[src/rtl/car_voltage_monitor.sv]
// Multi-channel voltage monitor: per-channel LAST/AVG/MIN/MAX statistics, an undervoltage
// threshold with sticky status and masked interrupt, all behind an Avalon-MM slave.

module car_voltage_monitor_ch #(
  parameter int DATA_W   = 12,
  parameter int AVG_LOG2 = 3
) (
  input  logic              clk,
  input  logic              reset,
  input  logic              valid,
  input  logic              clr,
  input  logic [DATA_W-1:0] sample,
  output logic [DATA_W-1:0] last,
  output logic [DATA_W-1:0] avg,
  output logic [DATA_W-1:0] min_v,
  output logic [DATA_W-1:0] max_v
);
  localparam int ACC_W = DATA_W + AVG_LOG2;
  localparam int CNT_W = (AVG_LOG2 > 0) ? AVG_LOG2 : 1;
  localparam int LEN   = 1 << AVG_LOG2;

  logic [DATA_W-1:0] last_q, last_d, avg_q, avg_d, min_q, min_d, max_q, max_d;
  logic [ACC_W-1:0]  acc_q, acc_d, sum;
  logic [CNT_W-1:0]  cnt_q, cnt_d;

  assign sum = acc_q + ACC_W'(sample);

  always_comb begin
    last_d = last_q;
    avg_d  = avg_q;
    min_d  = min_q;
    max_d  = max_q;
    acc_d  = acc_q;
    cnt_d  = cnt_q;
    if (valid) last_d = sample;
    // A stats clear wins over a coincident sample; LAST still takes it.
    if (clr) begin
      min_d = '1;
      max_d = '0;
      acc_d = '0;
      cnt_d = '0;
    end else if (valid) begin
      if (sample < min_q) min_d = sample;
      if (sample > max_q) max_d = sample;
      if (cnt_q == CNT_W'(LEN - 1)) begin
        avg_d = DATA_W'(sum >> AVG_LOG2);
        acc_d = '0;
        cnt_d = '0;
      end else begin
        acc_d = sum;
        cnt_d = cnt_q + CNT_W'(1);
      end
    end
  end

  always_ff @(posedge clk or posedge reset) begin
    if (reset) begin
      last_q <= '0;
      avg_q  <= '0;
      min_q  <= '1;
      max_q  <= '0;
      acc_q  <= '0;
      cnt_q  <= '0;
    end else begin
      last_q <= last_d;
      avg_q  <= avg_d;
      min_q  <= min_d;
      max_q  <= max_d;
      acc_q  <= acc_d;
      cnt_q  <= cnt_d;
    end
  end

  // Single-sample "blocks" make the average identical to the last sample.
  assign avg   = (AVG_LOG2 == 0) ? last_q : avg_q;
  assign last  = last_q;
  assign min_v = min_q;
  assign max_v = max_q;
endmodule

module car_voltage_monitor #(
  parameter int NUM_CH   = 4,
  parameter int DATA_W   = 12,
  parameter int AVG_LOG2 = 3
) (
  input  logic                     clk,
  input  logic                     reset,
  input  logic [5:0]               address,
  input  logic                     chipselect,
  input  logic                     write_n,
  input  logic [31:0]              writedata,
  output logic [31:0]              readdata,
  input  logic [NUM_CH*DATA_W-1:0] in_port,
  input  logic [NUM_CH-1:0]        in_valid,
  output logic                     irq
);
  logic [NUM_CH-1:0][DATA_W-1:0] smp, last, avg, min_v, max_v;
  logic [DATA_W-1:0] thresh_q, thresh_d;
  logic [NUM_CH-1:0] mask_q, mask_d, status_q, status_d, set_v, w1c;
  logic [31:0]       readdata_q, readdata_d;
  logic              irq_q, irq_d, wr_en, clr_stats, unused_wd;

  assign smp       = in_port;
  assign wr_en     = chipselect & ~write_n;
  assign clr_stats = wr_en && (address == 6'h23) && writedata[0];
  assign unused_wd = ^writedata;

  for (genvar c = 0; c < NUM_CH; c++) begin : g_ch
    car_voltage_monitor_ch #(.DATA_W(DATA_W), .AVG_LOG2(AVG_LOG2)) u_ch (
      .clk(clk), .reset(reset), .valid(in_valid[c]), .clr(clr_stats), .sample(smp[c]),
      .last(last[c]), .avg(avg[c]), .min_v(min_v[c]), .max_v(max_v[c])
    );
  end

  always_comb begin
    set_v = '0;
    for (int c = 0; c < NUM_CH; c++) set_v[c] = in_valid[c] && (smp[c] < thresh_q);
    w1c      = (wr_en && address == 6'h22) ? writedata[NUM_CH-1:0] : '0;
    // Set is OR-ed after the clear so a coincident set survives.
    status_d = (status_q & ~w1c) | set_v;
    thresh_d = (wr_en && address == 6'h20) ? writedata[DATA_W-1:0] : thresh_q;
    mask_d   = (wr_en && address == 6'h21) ? writedata[NUM_CH-1:0] : mask_q;
    irq_d    = |(status_q & mask_q);
  end

  always_comb begin
    readdata_d = '0;
    if (!address[5]) begin
      for (int c = 0; c < NUM_CH; c++) begin
        if (address[4:2] == 3'(c)) begin
          case (address[1:0])
            2'd0:    readdata_d = 32'(last[c]);
            2'd1:    readdata_d = 32'(avg[c]);
            2'd2:    readdata_d = 32'(min_v[c]);
            default: readdata_d = 32'(max_v[c]);
          endcase
        end
      end
    end else begin
      case (address[4:0])
        5'h00:   readdata_d = 32'(thresh_q);
        5'h01:   readdata_d = 32'(mask_q);
        5'h02:   readdata_d = 32'(status_q);
        default: readdata_d = '0;
      endcase
    end
  end

  always_ff @(posedge clk or posedge reset) begin
    if (reset) begin
      thresh_q   <= '0;
      mask_q     <= '0;
      status_q   <= '0;
      readdata_q <= '0;
      irq_q      <= 1'b0;
    end else begin
      thresh_q   <= thresh_d;
      mask_q     <= mask_d;
      status_q   <= status_d;
      readdata_q <= readdata_d;
      irq_q      <= irq_d;
    end
  end

  assign readdata = readdata_q;
  assign irq      = irq_q;
endmodule

[config.mk]
export PLATFORM = sky130hd
export DESIGN_NAME = car_voltage_monitor
export DESIGN_NICKNAME = d
export VERILOG_FILES = /design/src/rtl/car_voltage_monitor.sv
export SDC_FILE = /design/constraint.sdc
export NUM_CORES = 1
export LEC_CHECK = 0
export CAP_MARGIN = 10
export CORE_ASPECT_RATIO = 0.6
export CORE_MARGIN = 3
export CORE_UTILIZATION = 25
export CTS_CLUSTER_SIZE = 30
export DETAILED_ROUTE_END_ITERATION = 10
export PLACE_DENSITY = 0.47
export SYNTH_ARGS = -nofsm -noshare
export SYNTH_HDL_FRONTEND = slang
export SYNTH_SLANG_ARGS = --single-unit
[constraint.sdc]
create_clock -name clk -period 11.1 [get_ports clk]
set_clock_uncertainty 0.15 [all_clocks]
set_input_delay 2.22 -clock clk [delete_from_list [all_inputs] [get_ports clk]]
set_output_delay 2.22 -clock clk [all_outputs]
set_load 0.05 [all_outputs]
Yosys cells after proc, flatten, opt, wreduce, memory -nomap -nowiden
Index checks and enable logic that the tools add are counted.
{"block": "classes", "add_sub_neg": 8, "n_lt_le_gt_ge": 12, "eq_ne": 15, "mux": 59, "bitwise_logic": 7, "n_reduce_logical": 37}
{"operator": "$mux 12", "n": 25}
{"operator": "$mux 15", "n": 12}
{"operator": "$pmux 12 s3", "n": 5}
{"operator": "$mux 32", "n": 4}
{"operator": "$lt 12x12->1", "n": 8}
{"operator": "$add 15x12->15", "n": 4}
{"operator": "$gt 12x12->1", "n": 4}
{"operator": "$mux 3", "n": 12}
{"operator": "$eq 6x6->1 const B", "n": 4}
{"operator": "$reduce_bool 2->1", "n": 12}
{"operator": "$reduce_and 2->1", "n": 8}
{"operator": "$add 3x1->3 const B", "n": 4}
{"operator": "$eq 3x3->1 const B", "n": 4}
{"operator": "$reduce_and 3->1", "n": 4}
{"operator": "$logic_and 1x1->1", "n": 9}
{"operator": "$and 4x4->4", "n": 2}
{"operator": "$eq 3x2->1 const B", "n": 2}
{"operator": "$eq 5x1->1 const B", "n": 1}
{"operator": "$eq 5x2->1 const B", "n": 1}
{"operator": "$logic_not 5->1", "n": 1}
{"operator": "$mux 4", "n": 1}
{"operator": "$not 4->4", "n": 1}
{"operator": "$or 4x4->4", "n": 1}
{"operator": "$reduce_or 4->1", "n": 1}
{"operator": "7 further kinds", "n": 8}
{"block": "word_totals", "regBits": 317, "input_bits": 94, "output_inout_bits": 33, "wordCells": 167}

Longest topological paths before layout
Gate-level depths: netlist (run 1).
{"block": "logic_depth", "ltp_word": 7, "ltp_mapped": 10, "ltp_nobuf": 10}

Modules after synthesis
Synthesis (run 1) repeated with hierarchy kept, for this count alone.
{"block": "unflattened", "hier_cells": 1921, "area_unflattened_um2": 19590.0}
{"mod": "car_voltage_monitor_ch (g_ch[0].u_ch ...)", "instances": 2, "cells_each": 387, "area_per_inst_um2": 3811.2, "seq_area_each_um2": 1666.6}
{"mod": "car_voltage_monitor", "instances": 1, "cells_each": 343, "area_per_inst_um2": 4022.6, "seq_area_each_um2": 825.8}
{"mod": "car_voltage_monitor_ch (g_ch[3].u_ch)", "instances": 1, "cells_each": 406, "area_per_inst_um2": 3982.6, "seq_area_each_um2": 1666.6}
{"mod": "car_voltage_monitor_ch (g_ch[2].u_ch)", "instances": 1, "cells_each": 398, "area_per_inst_um2": 3962.6, "seq_area_each_um2": 1666.6}

Least setup slack after synthesis (run 1)
Ideal clock, no wire load.
{"block": "synth_timing", "path_type": "input to register", "startpoint": "in in_port[24]", "endpoint": "reg g_ch[2].u_ch.acc_q[14]", "setup_time_ns": 0.082, "t_arrival_ns": 4.266, "required_ns": 10.868, "setup_slack_ns": 6.602, "cell_stages": 10, "path_buffers": 0, "path_cell_list": "ha_1 -> inv_1 -> fa_1 -> and2b_1 -> o2111a_1 -> nor3_1 -> o31ai_2 -> a21oi_1 -> or4_1 -> a31oi_1"}
{"block": "synth_between", "elab_chain_len": 4}
{"element": "from (decl)", "line_no": "93", "text": "input logic [NUM_CH*DATA_W-1:0] in_port,"}
{"element": "$add 15x12->15", "line_no": "26", "text": "assign sum = acc_q + ACC_W'(sample);"}
{"element": "$mux 15", "line_no": "45", "text": "if (cnt_q == CNT_W'(LEN - 1)) begin"}
{"element": "$mux 15", "line_no": "42", "text": "end else if (valid) begin"}
{"element": "$mux 15", "line_no": "37", "text": "if (clr) begin"}
{"element": "to (signal assigned)", "line_no": "62", "text": "acc_q <= '0;"}
{"element": "to (signal assigned)", "line_no": "69", "text": "acc_q <= acc_d;"}
{"element": "to (decl)", "line_no": "23", "text": "logic [ACC_W-1:0] acc_q, acc_d, sum;"}
No other way between the ends. The select of a mux whose other input is x is not followed.
A chain may end at the register's enable or synchronous reset.

Worst setup path in the final report (run 1)
{"block": "layout_timing", "startpoint": "in address[3]", "endpoint": "reg g_ch[3].u_ch.max_q[5]"}
{"block": "layout_between", "elab_chain_len": 5, "word_cells_on_any_way": 7, "cone_classes": "eq/ne: 1; mux: 1; reduce/logical: 5"}
{"element": "from (decl)", "line_no": "88", "text": "input logic [5:0] address,"}
{"element": "$eq 6x6->1 (*)", "line_no": "105", "text": "assign clr_stats = wr_en && (address == 6'h23) && writedata[0];"}
{"element": "$logic_and 1x1->1 (*) (2 in series)", "line_no": "105"}
{"element": "$reduce_bool 2->1 (no line)"}
{"element": "$reduce_and 2->1 (no line)"}
{"element": "to (signal assigned)", "line_no": "68", "text": "max_q <= max_d;"}
{"element": "to (decl)", "line_no": "22", "text": "logic [DATA_W-1:0] last_q, last_d, avg_q, avg_d, min_q, min_d, max_q, max_d;"}
Mark *: on every way between the ends. The rest lies on a longest branch, timed or not.

==> run_results.csv, run 1 <==
group,metric,value,unit
critical_path,crit_required,11370,ps
timing,report.final.setup_viol,0,
critical_path,worst-r2r-cell-count,9,
status,status,"finished clean",
detailed_routing,routed_wl,63.1,mm
global_route,met1_usage_grt,0.241,
hold_path,worstHoldPathType,"reg -> reg",
global_route,grt_antenna_before_repair,0,
cts,post_cts_resize_count,0,
cts,post_cts_hold_buffer_count,0,
critical_path,worst_setup_sp_type,"input port",
critical_path,path_class,"in -> reg",
final_layout,share_of_cells_above_drive_strength_1,0.128,
floorplan,dieWidth,364,um
final_layout,final_cell_mix,"sky130_fd_sc_hd__dfrtp_1, sky130_fd_sc_hd__ha_1, sky130_fd_sc_hd__o21ai_0, sky130_fd_sc_hd__nor2_1, sky130_fd_sc_hd__inv_1",
cts,path_clk_slew,60,ps
critical_path,critical_path.reg2reg.endpoint,"g_ch[0].u_ch.acc_q[14]$_DFFE_PP0P_",
timing,finalCritPeriodShare,0.517,
global_route,wire_length_of_the_first_global_routing_pass,95.4,mm
critical_path,crit-reg2reg-launch,"g_ch[0].u_ch.acc_q[0]$_DFFE_PP0P_",
critical_path,worst_path_largest_cell_delay,810,ps
floorplan,dieHeight,221,um
detailed_routing,avgViaCountPerCell,5.04,
timing,fin_setup_tns,0,ps
logic_synthesis,instance_count_of_the_mapped_netlist,1941,
global_route,overflow,0,
cts,tritoncts,"built",
floorplan,floorplan.core_area,0.0758,mm2
hold_path,worstHoldEndpoint,"g_ch[1].u_ch.avg[0]$_DFFE_PP0P_",
power_and_ir_drop,clock_power_share,0.230,
logic_synthesis,synth.lib_cells_used.distinct,76,
logic_synthesis,syn-mean-instance-area,9.90,um2
floorplan,boundaryPins,127,
final_layout,antenna-diode-count,0,
timing,maxClockFrequency,174,MHz
global_route,grt.total_usage,0.156,
placement,port-buffer-count,86,
detailed_routing,detailedRoute.firstIterationViolations,1435,
final_layout,most_common_cell_after_layout_fill_and_taps_aside,"sky130_fd_sc_hd__dfrtp_1",
critical_path,critPathArrivalTime,6010,ps
power_and_ir_drop,power_density,248,mW/mm2
final_layout,postLayoutCoreUtil,0.294,
timing,final_max_slew_viol_count,0,
logic_synthesis,asyncSetResetFlopFracSynth,1.00,
timing,report.final.hold_viol_count,0,
power_and_ir_drop,seq_power_share,0.343,
logic_synthesis,synth-seq-cells,297,
final_layout,area_growth_syn_to_layout,15.9,%
hold_path,min_delay_path_depth,2,
cts,cts.path.max_buffers,3,
power_and_ir_drop,power_report.internal_total,3.33,mW
detailed_routing,drt-wirelength-per-cell,20.9,um
floorplan,die_area,0.0803,mm2
critical_path,cpMaxStageDelayCell,"sky130_fd_sc_hd__buf_4",
logic_synthesis,mappedNetlistArea,0.0192,mm2
global_route,first_global_vias,15000,
global_route,grt_max_degree,136,
detailed_routing,first_pass_iters,6,
logic_synthesis,synth_sequential_area_ratio,0.390,
final_layout,final_net_count,2283,
power_and_ir_drop,irDropWorstVdd,108,uV
detailed_routing,via_count,15200,
logic_synthesis,synth_largest_area_cell,"sky130_fd_sc_hd__dfrtp_1",
timing,worstMarginPinSlew,1020,ps
timing,max_slew_margin,0.317,
detailed_routing,drt_drc_violations_left,0,
power_and_ir_drop,leakagePower,9.94,nW
cts,cts_setup_buffers,0,
logic_synthesis,synthesis_warnings,0,
logic_synthesis,postSynth.topFlopCell,"sky130_fd_sc_hd__dfrtp_1",
cts,cts_made_buffers,34,
placement,dpl.hpwl,46.4,mm
critical_path,worst_setup_path_end_kind,"flop",
floorplan,fp-row-count,78,
floorplan,floorplan.initialDensity,0.253,
cts,count_of_h_tree_levels_built_during_cts,2,
cts,cts_root_buf,"sky130_fd_sc_hd__clkbuf_16",
timing,unrepaired_setup_endpoints_after_global_routing,"false",
cts,tritoncts_num_sinks,297,
global_route,use_met2,0.211,
global_route,busiest_layer,"met1",
global_route,gr-usage-met3,0.0487,
power_and_ir_drop,switching_power,2.20,mW
timing,period_needed,5740,ps
hold_path,hp-start,"g_ch[1].u_ch.avg[0]$_DFFE_PP0P_",
power_and_ir_drop,combPwrFrac,0.427,
power_and_ir_drop,power_switching_share,0.398,
run,max-cap-violations,0,
logic_synthesis,synth_enable_flop_cells,0,
critical_path,maximum_fanout_encountered_on_the_critical_timing_path,65,
critical_path,timing.critical_path.cells,"clkdlybuf4s50_1 -> or3_1 -> nor3_4 -> and3_4 -> buf_4 -> a31oi_2 -> a22o_1",
placement,gp_congestion,0.878,
detailed_routing,final_antenna_violating_net_count,0,
logic_synthesis,synth.top_cell.area_share,0.324,
logic_synthesis,yosys-top-cells-area,"sky130_fd_sc_hd__dfrtp_1, sky130_fd_sc_hd__ha_1, sky130_fd_sc_hd__dfstp_2",
cts,clock_latency,550,ps
critical_path,regToRegSetupSlack,7930,ps
[critical path, delay by kind of cell]
| family | cells | cell delay, ps |
|---|---|---|
| AOI/OAI and AO/OA | 2 | 660 |
| buffers and inverters | 2 | 1580 |
| and+or+nand+nor | 3 | 1500 |
[metrics by stage]
stage	setup slack, ps	std cells	hold slack [ps]	total power, mW	cell area (um2)
global placement	4850	2957	323	4.15	21000
CTS	5390	3019	340	5.55	22300
global route	5160	3019	356	5.97	22300
finish	5360	3019	336	5.53	22300
floorplan	605	1960	294	3.53	19300
detailed placement	4830	2957	327	4.24	21000
[worst max path at each step]
stage	slack, ps	to	start
floorplan	610	g_ch[0].u_ch.acc_q[0]$_DFFE_PP0P_	reset
global placement	4850	g_ch[3].u_ch.max_v[11]$_DFFE_PP0P_	address[3]
detailed placement	4830	g_ch[3].u_ch.max_v[5]$_DFFE_PP0P_	address[3]
CTS	5390	g_ch[3].u_ch.max_v[5]$_DFFE_PP0P_	address[3]
global route	5160	g_ch[3].u_ch.max_v[5]$_DFFE_PP0P_	address[3]
finish	5360	g_ch[3].u_ch.max_v[5]$_DFFE_PP0P_	address[3]
[power by group through the flow]
stage                     registers [mW]  logic, mW  clock network, mW
after floorplan                     1.79       1.74                  0
after global placement              1.90       2.26                  0
after detailed placement            1.91       2.33                  0
after CTS                           1.90       2.34               1.31
after global routing                1.95       2.67               1.35
final                               1.90       2.36               1.27
[kinds of logic (layout without fill, tap and decap cells)]
logic type / Yosys count / count (layout) / synth area share
and+or+nand+nor: 512 / 512 / 0.129
AOI/OAI and AO/OA: 479 / 479 / 0.158
DFF: 297 / 297 / 0.390
buffers and inverters: 244 / 303 / 0.0547
adders and majority gates: 196 / 196 / 0.129
muxes: 170 / 170 / 0.119
xor gates and xnor gates: 42 / 42 / 0.0191
other: 1 / 20 / 0.000195
[synthesized netlist by cell type, types with 8 or more instances]
master and number:
sky130_fd_sc_hd__nor2b_1 30, sky130_fd_sc_hd__mux2i_1 57, sky130_fd_sc_hd__ha_1 192, sky130_fd_sc_hd__a31oi_1 13, sky130_fd_sc_hd__nand2b_1 21, sky130_fd_sc_hd__a21o_1 50
sky130_fd_sc_hd__nor3_1 20, sky130_fd_sc_hd__inv_1 133, sky130_fd_sc_hd__o2bb2ai_1 11, sky130_fd_sc_hd__xor2_1 23, sky130_fd_sc_hd__dfrtp_1 249, sky130_fd_sc_hd__o22ai_1 8
sky130_fd_sc_hd__o2111ai_1 10, sky130_fd_sc_hd__o21ai_0 155, sky130_fd_sc_hd__o21a_1 13, sky130_fd_sc_hd__nand4_1 23, sky130_fd_sc_hd__a211oi_1 14, sky130_fd_sc_hd__nand3_1 115
sky130_fd_sc_hd__a22oi_1 18, sky130_fd_sc_hd__nand2_1 106, sky130_fd_sc_hd__dfstp_2 48, sky130_fd_sc_hd__clkbuf_1 46, sky130_fd_sc_hd__xnor2_1 19, sky130_fd_sc_hd__mux2_2 71
sky130_fd_sc_hd__and2_1 21, sky130_fd_sc_hd__a21oi_1 103, sky130_fd_sc_hd__buf_4 24, sky130_fd_sc_hd__a22o_1 18, sky130_fd_sc_hd__buf_2 30, sky130_fd_sc_hd__mux4_2 40
sky130_fd_sc_hd__nor2_1 137
[flip-flops by register name, summed over array words and instances (netlist names)]
name,cells
thresh_q,12
g_ch.u_ch.min_v,48
mask_q,4
irq,1
status_q,4
g_ch.u_ch.last,48
g_ch.u_ch.avg,48
g_ch.u_ch.cnt_q,12
g_ch.u_ch.max_v,48
g_ch.u_ch.acc_q,60
readdata,12
[cell type report]
class | instances | area [um2]
inverter | 136 | 518
clock inverter | 13 | 220
timing repair buffer | 105 | 1010
clock buffer | 49 | 1020
multi-input combinational | 1419 | 10800
fill | 7818 | 53600
tap | 1000 | 1250
sequential | 297 | 7490
[metal layers]
metal | share of wire | routed length, um
met5 | 0 | 0
met4 | 0.016 | 994
met3 | 0.097 | 6140
met2 | 0.38 | 24200
met1 | 0.50 | 31800
No activity file was read; power rests on OpenSTA's default activity.
==> run 2: changes to the inputs <==
==> constraint.sdc (replaced) <==
create_clock -name clk -period 5.45 [get_ports clk]
set_clock_uncertainty 0.15 [all_clocks]
set_input_delay 1.09 -clock clk [delete_from_list [all_inputs] [get_ports clk]]
set_output_delay 1.09 -clock clk [all_outputs]
set_load 0.05 [all_outputs]
==> run 2 against run 1 <==
Core utilization barely moved. Setup slack got worse by 3900 ps. Critical endpoint is now g_ch[0].u_ch.avg[10]$_DFFE_PP0P_. Clock-buffer cell count fell by 3.
==> run_results.csv, run 2 (synthesis results as in run 1) <==
group,metric,value,unit
status,status,"finished clean",
global_route,grt_max_degree,177,
final_layout,area_growth_syn_to_layout,15.7,%
power_and_ir_drop,combPwrFrac,0.440,
run,max-cap-violations,0,
floorplan,dieHeight,221,um
floorplan,dieWidth,364,um
cts,cts.path.max_buffers,3,
critical_path,worst_setup_sp_type,"input port",
detailed_routing,avgViaCountPerCell,5.05,
timing,max_slew_margin,0.235,
critical_path,critPathBufInv,2,
cts,cts_setup_buffers,0,
detailed_routing,routed_wl,63.7,mm
critical_path,timing.critical_path.cells,"clkdlybuf4s50_1 -> buf_4 -> or3_1 -> nor3_4 -> nand3_4 -> nand3_2 -> nor2_1 -> a211oi_1 -> nand3_1",
global_route,grt.total_usage,0.157,
global_route,first_global_vias,15000,
placement,postPlaceCellArea,0.0212,mm2
cts,tritoncts_num_sinks,297,
floorplan,boundaryPins,127,
cts,cts_root_buf,"sky130_fd_sc_hd__clkbuf_16",
final_layout,largest_register_ff_count,60,
timing,fin_setup_tns,0,ps
global_route,overflow,0,
placement,dpl.hpwl,47.0,mm
final_layout,final_cell_mix,"sky130_fd_sc_hd__dfrtp_1, sky130_fd_sc_hd__ha_1, sky130_fd_sc_hd__o21ai_0, sky130_fd_sc_hd__nor2_1, sky130_fd_sc_hd__inv_1",
critical_path,worst_setup_path_end_kind,"flop",
final_layout,most_common_cell_after_layout_fill_and_taps_aside,"sky130_fd_sc_hd__dfrtp_1",
critical_path,path_class,"in -> reg",
timing,period_needed,4020,ps
cts,post_cts_resize_count,0,
floorplan,fp-row-count,78,
detailed_routing,detailedRoute.firstIterationViolations,1204,
global_route,grt_antenna_before_repair,1,
final_layout,fin_area,0.0222,mm2
detailed_routing,first_pass_iters,5,
floorplan,floorplan.initialDensity,0.253,
power_and_ir_drop,leakagePower,9.94,nW
cts,cts_made_buffers,30,
power_and_ir_drop,clock_power_share,0.206,
cts,count_of_h_tree_levels_built_during_cts,1,
power_and_ir_drop,power_density,492,mW/mm2
timing,final_max_slew_viol_count,0,
detailed_routing,final_antenna_violating_net_count,0,
cts,clock_latency,600,ps
timing,unrepaired_setup_endpoints_after_global_routing,"false",
critical_path,cpMaxStageDelayCell,"sky130_fd_sc_hd__or3_1",
critical_path,critPathArrivalTime,4320,ps
hold_path,worstHoldPathType,"reg -> reg",
timing,finalCritPeriodShare,0.738,
critical_path,crit_required,5750,ps
power_and_ir_drop,power_report.internal_total,6.55,mW
timing,maxClockFrequency,249,MHz
placement,gp_congestion,0.885,
detailed_routing,drt-wirelength-per-cell,21.0,um
power_and_ir_drop,power_switching_share,0.401,
power_and_ir_drop,seq_power_share,0.354,
critical_path,maximum_fanout_encountered_on_the_critical_timing_path,27,
final_layout,share_of_cells_above_drive_strength_1,0.132,
final_layout,final_net_count,2297,
global_route,wire_length_of_the_first_global_routing_pass,95.8,mm
cts,post_cts_hold_buffer_count,0,
placement,port-buffer-count,86,
floorplan,floorplan.core_area,0.0758,mm2
power_and_ir_drop,irDropWorstVdd,225,uV
floorplan,die_area,0.0803,mm2
timing,report.final.hold_viol_count,0,
critical_path,path_delay_family,"simple AND/OR/NAND/NOR gates",
final_layout,largest_register,"g_ch.u_ch.acc_q",
final_layout,postLayoutCoreUtil,0.293,
timing,report.final.setup_viol,0,
cts,tritoncts,"built",
critical_path,worst_path_largest_cell_delay,580,ps
cts,path_clk_slew,70,ps
timing,worstMarginPinSlew,1140,ps
detailed_routing,drt_drc_violations_left,0,
detailed_routing,via_count,15300,
power_and_ir_drop,switching_power,4.39,mW
## run 2: cell count changes in the layout (fill, tap and decap cells not counted), sizes merged
cell	before	now
buf	21	39
clkinv	3	7
inv	139	135
clkbuf	49	46
bufinv	5	3
clkinvlp	2	1
diode	0	1
## run 2: final timing paths
path | start | endpoint | slack [ps] | depth (start not counted)
max in group asynchronous | reset | g_ch[0].u_ch.acc_q[10]$_DFFE_PP0P_ | 3380 | 3
worst min register to register | g_ch[1].u_ch.avg[8]$_DFFE_PP0P_ | g_ch[1].u_ch.avg[8]$_DFFE_PP0P_ | 330 | 2
worst max-delay path | address[3] | g_ch[0].u_ch.avg[10]$_DFFE_PP0P_ | 1430 | 9
worst max register to register | g_ch[0].u_ch.acc_q[0]$_DFFE_PP0P_ | g_ch[0].u_ch.acc_q[14]$_DFFE_PP0P_ | 2290 | 9
worst min-delay path | g_ch[1].u_ch.avg[8]$_DFFE_PP0P_ | g_ch[1].u_ch.avg[8]$_DFFE_PP0P_ | 330 | 2
min in group asynchronous | reset | g_ch[2].u_ch.acc_q[11]$_DFFE_PP0P_ | 940 | 3
## run 2: layout make-up
cell class              instances  area, um2
repair buffers                123       1170
clock inverters                10        125
clock buffers                  46        922
well taps                    1000       1250
diodes                          1       2.50
fillers                      7851      53600
flip-flops and latches        297       7490
multi-input cells            1419      10800
inverters                     136        514
## run 2: routing by layer
metal	wire length, um	vias to the layer above	GRT usage
li1	-	7124	-
met1	32300	7650	0.238
met2	23900	475	0.206
met3	6180	71	0.0592
met4	1220	0	0.0317
met5	0	-	0
## run 2: worst min-delay path: cells and delay by family, from the launching register on
family | cells | cell delay [ps]
AOI/OAI and AO/OA | 1 | 60
DFF | 1 | 340
and+or+nand+nor | 1 | 50
## run 2: power groups by stage
stage / Sequential [mW] / Clock [mW] / Combinational [mW]
6_report: 3.87 / 2.26 / 4.81
3_3_place_gp: 3.86 / 0 / 4.61
5_1_grt: 3.98 / 2.42 / 5.42
3_5_place_dp: 3.90 / 0 / 4.74
4_1_cts: 3.86 / 2.32 / 4.78
2_1_floorplan: 3.64 / 0 / 3.54
## run 2: per-stage QoR
step / power (mW) / worst slack [ps] / cells / hold slack, ps
finish: 10.9 / 1430 / 3032 / 334
global route: 11.8 / 1250 / 3031 / 354
CTS: 11.0 / 1500 / 3031 / 337
detailed placement: 8.64 / 890 / 2975 / 321
global placement: 8.47 / 1010 / 2975 / 315
floorplan: 7.18 / 304 / 1960 / 294
==> run 3: changes to the inputs <==
==> constraint.sdc (replaced) <==
create_clock -name clk -period 3.84 [get_ports clk]
set_clock_uncertainty 0.15 [all_clocks]
set_input_delay 0.768 -clock clk [delete_from_list [all_inputs] [get_ports clk]]
set_output_delay 0.768 -clock clk [all_outputs]
set_load 0.05 [all_outputs]
==> run 3 against run 2 <==
Die area unchanged. Final cell count increased by 2.4%. Sequential power increased by 42%. Sequential share of layout area decreased by 0.96 points. First-iteration DRC count increased by 34%. Via count increased by 1.3%. Critical path depth increased by 2. Clock-buffer cell count increased by 8.
==> run_results.csv, run 3 (synthesis results as in run 1) <==
group,metric,value,unit
critical_path,path_class,"in -> reg",
critical_path,worst_setup_path_end_kind,"flop",
placement,gp_congestion,0.887,
critical_path,crit_required,4160,ps
detailed_routing,detailedRoute.firstIterationViolations,1613,
global_route,wire_length_of_the_first_global_routing_pass,97.6,mm
floorplan,floorplan.initialDensity,0.253,
timing,post-route-worst-setup-slack,601,ps
global_route,overflow,0,
floorplan,dieWidth,364,um
final_layout,most_common_cell_after_layout_fill_and_taps_aside,"sky130_fd_sc_hd__dfrtp_1",
final_layout,postLayoutCoreUtil,0.302,
final_layout,largest_register_ff_count,60,
final_layout,seqCellArea,0.00749,mm2
power_and_ir_drop,irDropWorstVdd,274,uV
cts,cts.path.max_buffers,3,
cts,cts_setup_buffers,0,
floorplan,dieHeight,221,um
power_and_ir_drop,power_report.internal_total,9.51,mW
critical_path,worst_path_largest_cell_delay,520,ps
detailed_routing,drt-wirelength-per-cell,20.8,um
status,status,"finished clean",
detailed_routing,first_pass_iters,5,
floorplan,die_area,0.0803,mm2
power_and_ir_drop,seq_power_share,0.347,
detailed_routing,final_antenna_violating_net_count,0,
placement,dpl.hpwl,48.8,mm
global_route,grt_max_degree,67,
run,max-cap-violations,0,
critical_path,worst_setup_sp_type,"input port",
final_layout,fillers,7787,
critical_path,maximum_fanout_encountered_on_the_critical_timing_path,3,
global_route,grt_antenna_before_repair,2,
timing,worstMarginPinSlew,910,ps
final_layout,final_net_count,2367,
power_and_ir_drop,leakagePower,10.3,nW
power_and_ir_drop,switching_power,6.38,mW
critical_path,cpMaxStageDelayCell,"sky130_fd_sc_hd__or4_1",
power_and_ir_drop,combPwrFrac,0.439,
cts,cts_root_buf,"sky130_fd_sc_hd__clkbuf_16",
placement,minimum_setup_slack_after_placement,55.0,ps
final_layout,finalNonFillerCells,3105,
critical_path,timing.critical_path.cells,"clkdlybuf4s50_1 -> ha_1 -> inv_1 -> fa_1 -> and2b_1 -> o2111a_1 -> nor3_1 -> o31ai_2 -> a21oi_1 -> or4_1 -> a31oi_1",
critical_path,path_delay_family,"simple AND/OR/NAND/NOR gates",
power_and_ir_drop,power_switching_share,0.401,
timing,unrepaired_setup_endpoints_after_global_routing,"false",
floorplan,fp-row-count,78,
cts,count_of_h_tree_levels_built_during_cts,2,
final_layout,share_of_cells_above_drive_strength_1,0.160,
timing,final_max_slew_viol_count,0,
cts,tritoncts_num_sinks,297,
cts,post_cts_resize_count,0,
floorplan,floorplan.core_area,0.0758,mm2
global_route,grt.total_usage,0.160,
floorplan,boundaryPins,127,
timing,maxClockFrequency,309,MHz
cts,clock_latency,560,ps
power_and_ir_drop,power_density,694,mW/mm2
timing,max_slew_margin,0.387,
detailed_routing,drt_drc_violations_left,0,
timing,period_needed,3240,ps
global_route,first_global_vias,15200,
cts,cts_made_buffers,34,
final_layout,multi_input_comb_area,0.0108,mm2
critical_path,critPathBufInv,2,
critical_path,critPathArrivalTime,3560,ps
timing,fin_hold_ws,340,ps
timing,finalCritPeriodShare,0.844,
power_and_ir_drop,clock_power_share,0.214,
cts,post_cts_hold_buffer_count,0,
placement,port-buffer-count,86,
timing,report.final.setup_viol,0,
detailed_routing,routed_wl,64.5,mm
placement,place.detailed.instances,3041,
final_layout,area_growth_syn_to_layout,19.1,%
cts,path_clk_slew,70,ps
final_layout,final_cell_mix,"sky130_fd_sc_hd__dfrtp_1, sky130_fd_sc_hd__ha_1, sky130_fd_sc_hd__o21ai_0, sky130_fd_sc_hd__nor2_1, sky130_fd_sc_hd__inv_1",
hold_path,worstHoldPathType,"reg -> reg",
timing,report.final.hold_viol_count,0,
detailed_routing,avgViaCountPerCell,5.00,
placement,postPlaceCellArea,0.0218,mm2
cts,tritoncts,"built",
final_layout,fin_area,0.0229,mm2
final_layout,largest_register,"g_ch.u_ch.acc_q",
detailed_routing,via_count,15500,
-- run 3: cell count changes in the layout (fill, tap and decap cells not counted), sizes merged --
cell,change
bufinv,-2
inv,+1
buf,+66
clkbuf,+8
diode,+1
clkinv,-1
-- run 3: worst register-to-register path: cells and delay by family, from the launching register on --
family	cells	cell delay, ps
and+or+nand+nor	3	870
DFF	1	350
adders and majority gates	2	540
buffers and inverters	1	60
AOI/OAI and AO/OA	4	830
-- run 3: per-stage QoR --
step                      total power, mW  TNS (ps)
final                                15.9         0
after global placement               12.2         0
after floorplan                      10.2   -244990
after CTS                            15.9         0
after global routing                 17.2         0
after detailed placement             12.4         0
-- run 3: per-layer routing --
| layer | wire (um) | GRT usage | up-vias |
|---|---|---|---|
| met5 | 111 | 0.0101 | - |
| met1 | 33000 | 0.247 | 7684 |
| li1 | - | - | 7279 |
| met2 | 24800 | 0.214 | 496 |
| met4 | 684 | 0.0258 | 2 |
| met3 | 5890 | 0.0517 | 55 |
-- run 3: area by class of cell --
class                      instances  share of cell area
sequential                       297               0.327
inverter                         136              0.0225
timing repair buffer             189              0.0759
tap                             1000              0.0547
clock inverter                     8             0.00399
clock buffer                      54              0.0454
antenna                            2            0.000219
multi-input combinational       1419               0.470
-- run 3: worst paths after layout --
| kind | cells after the start | endpoint | slack [ps] | startpoint |
|---|---|---|---|---|
| max in group asynchronous | 3 | g_ch[0].u_ch.min_v[3]$_DFFE_PP1P_ | 2090 | reset |
| worst max-delay path | 11 | g_ch[2].u_ch.acc_q[14]$_DFFE_PP0P_ | 600 | in_port[24] |
| worst min-delay path | 2 | g_ch[2].u_ch.acc_q[10]$_DFFE_PP0P_ | 340 | g_ch[2].u_ch.acc_q[10]$_DFFE_PP0P_ |
| min in group asynchronous | 2 | thresh_q[9]$_DFFE_PP0P_ | 560 | reset |
| worst min register to register | 2 | g_ch[2].u_ch.acc_q[10]$_DFFE_PP0P_ | 340 | g_ch[2].u_ch.acc_q[10]$_DFFE_PP0P_ |
| worst max register to register | 10 | g_ch[2].u_ch.acc_q[14]$_DFFE_PP0P_ | 990 | g_ch[2].u_ch.acc_q[0]$_DFFE_PP0P_ |
-- run 3: power by group through the flow --
stage	logic, mW	registers [mW]	clock network [mW]
final	6.98	5.51	3.40
after global routing	7.86	5.67	3.65
after CTS	6.95	5.50	3.51
after detailed placement	6.90	5.54	0
after global placement	6.69	5.51	0
after floorplan	5.02	5.17	0
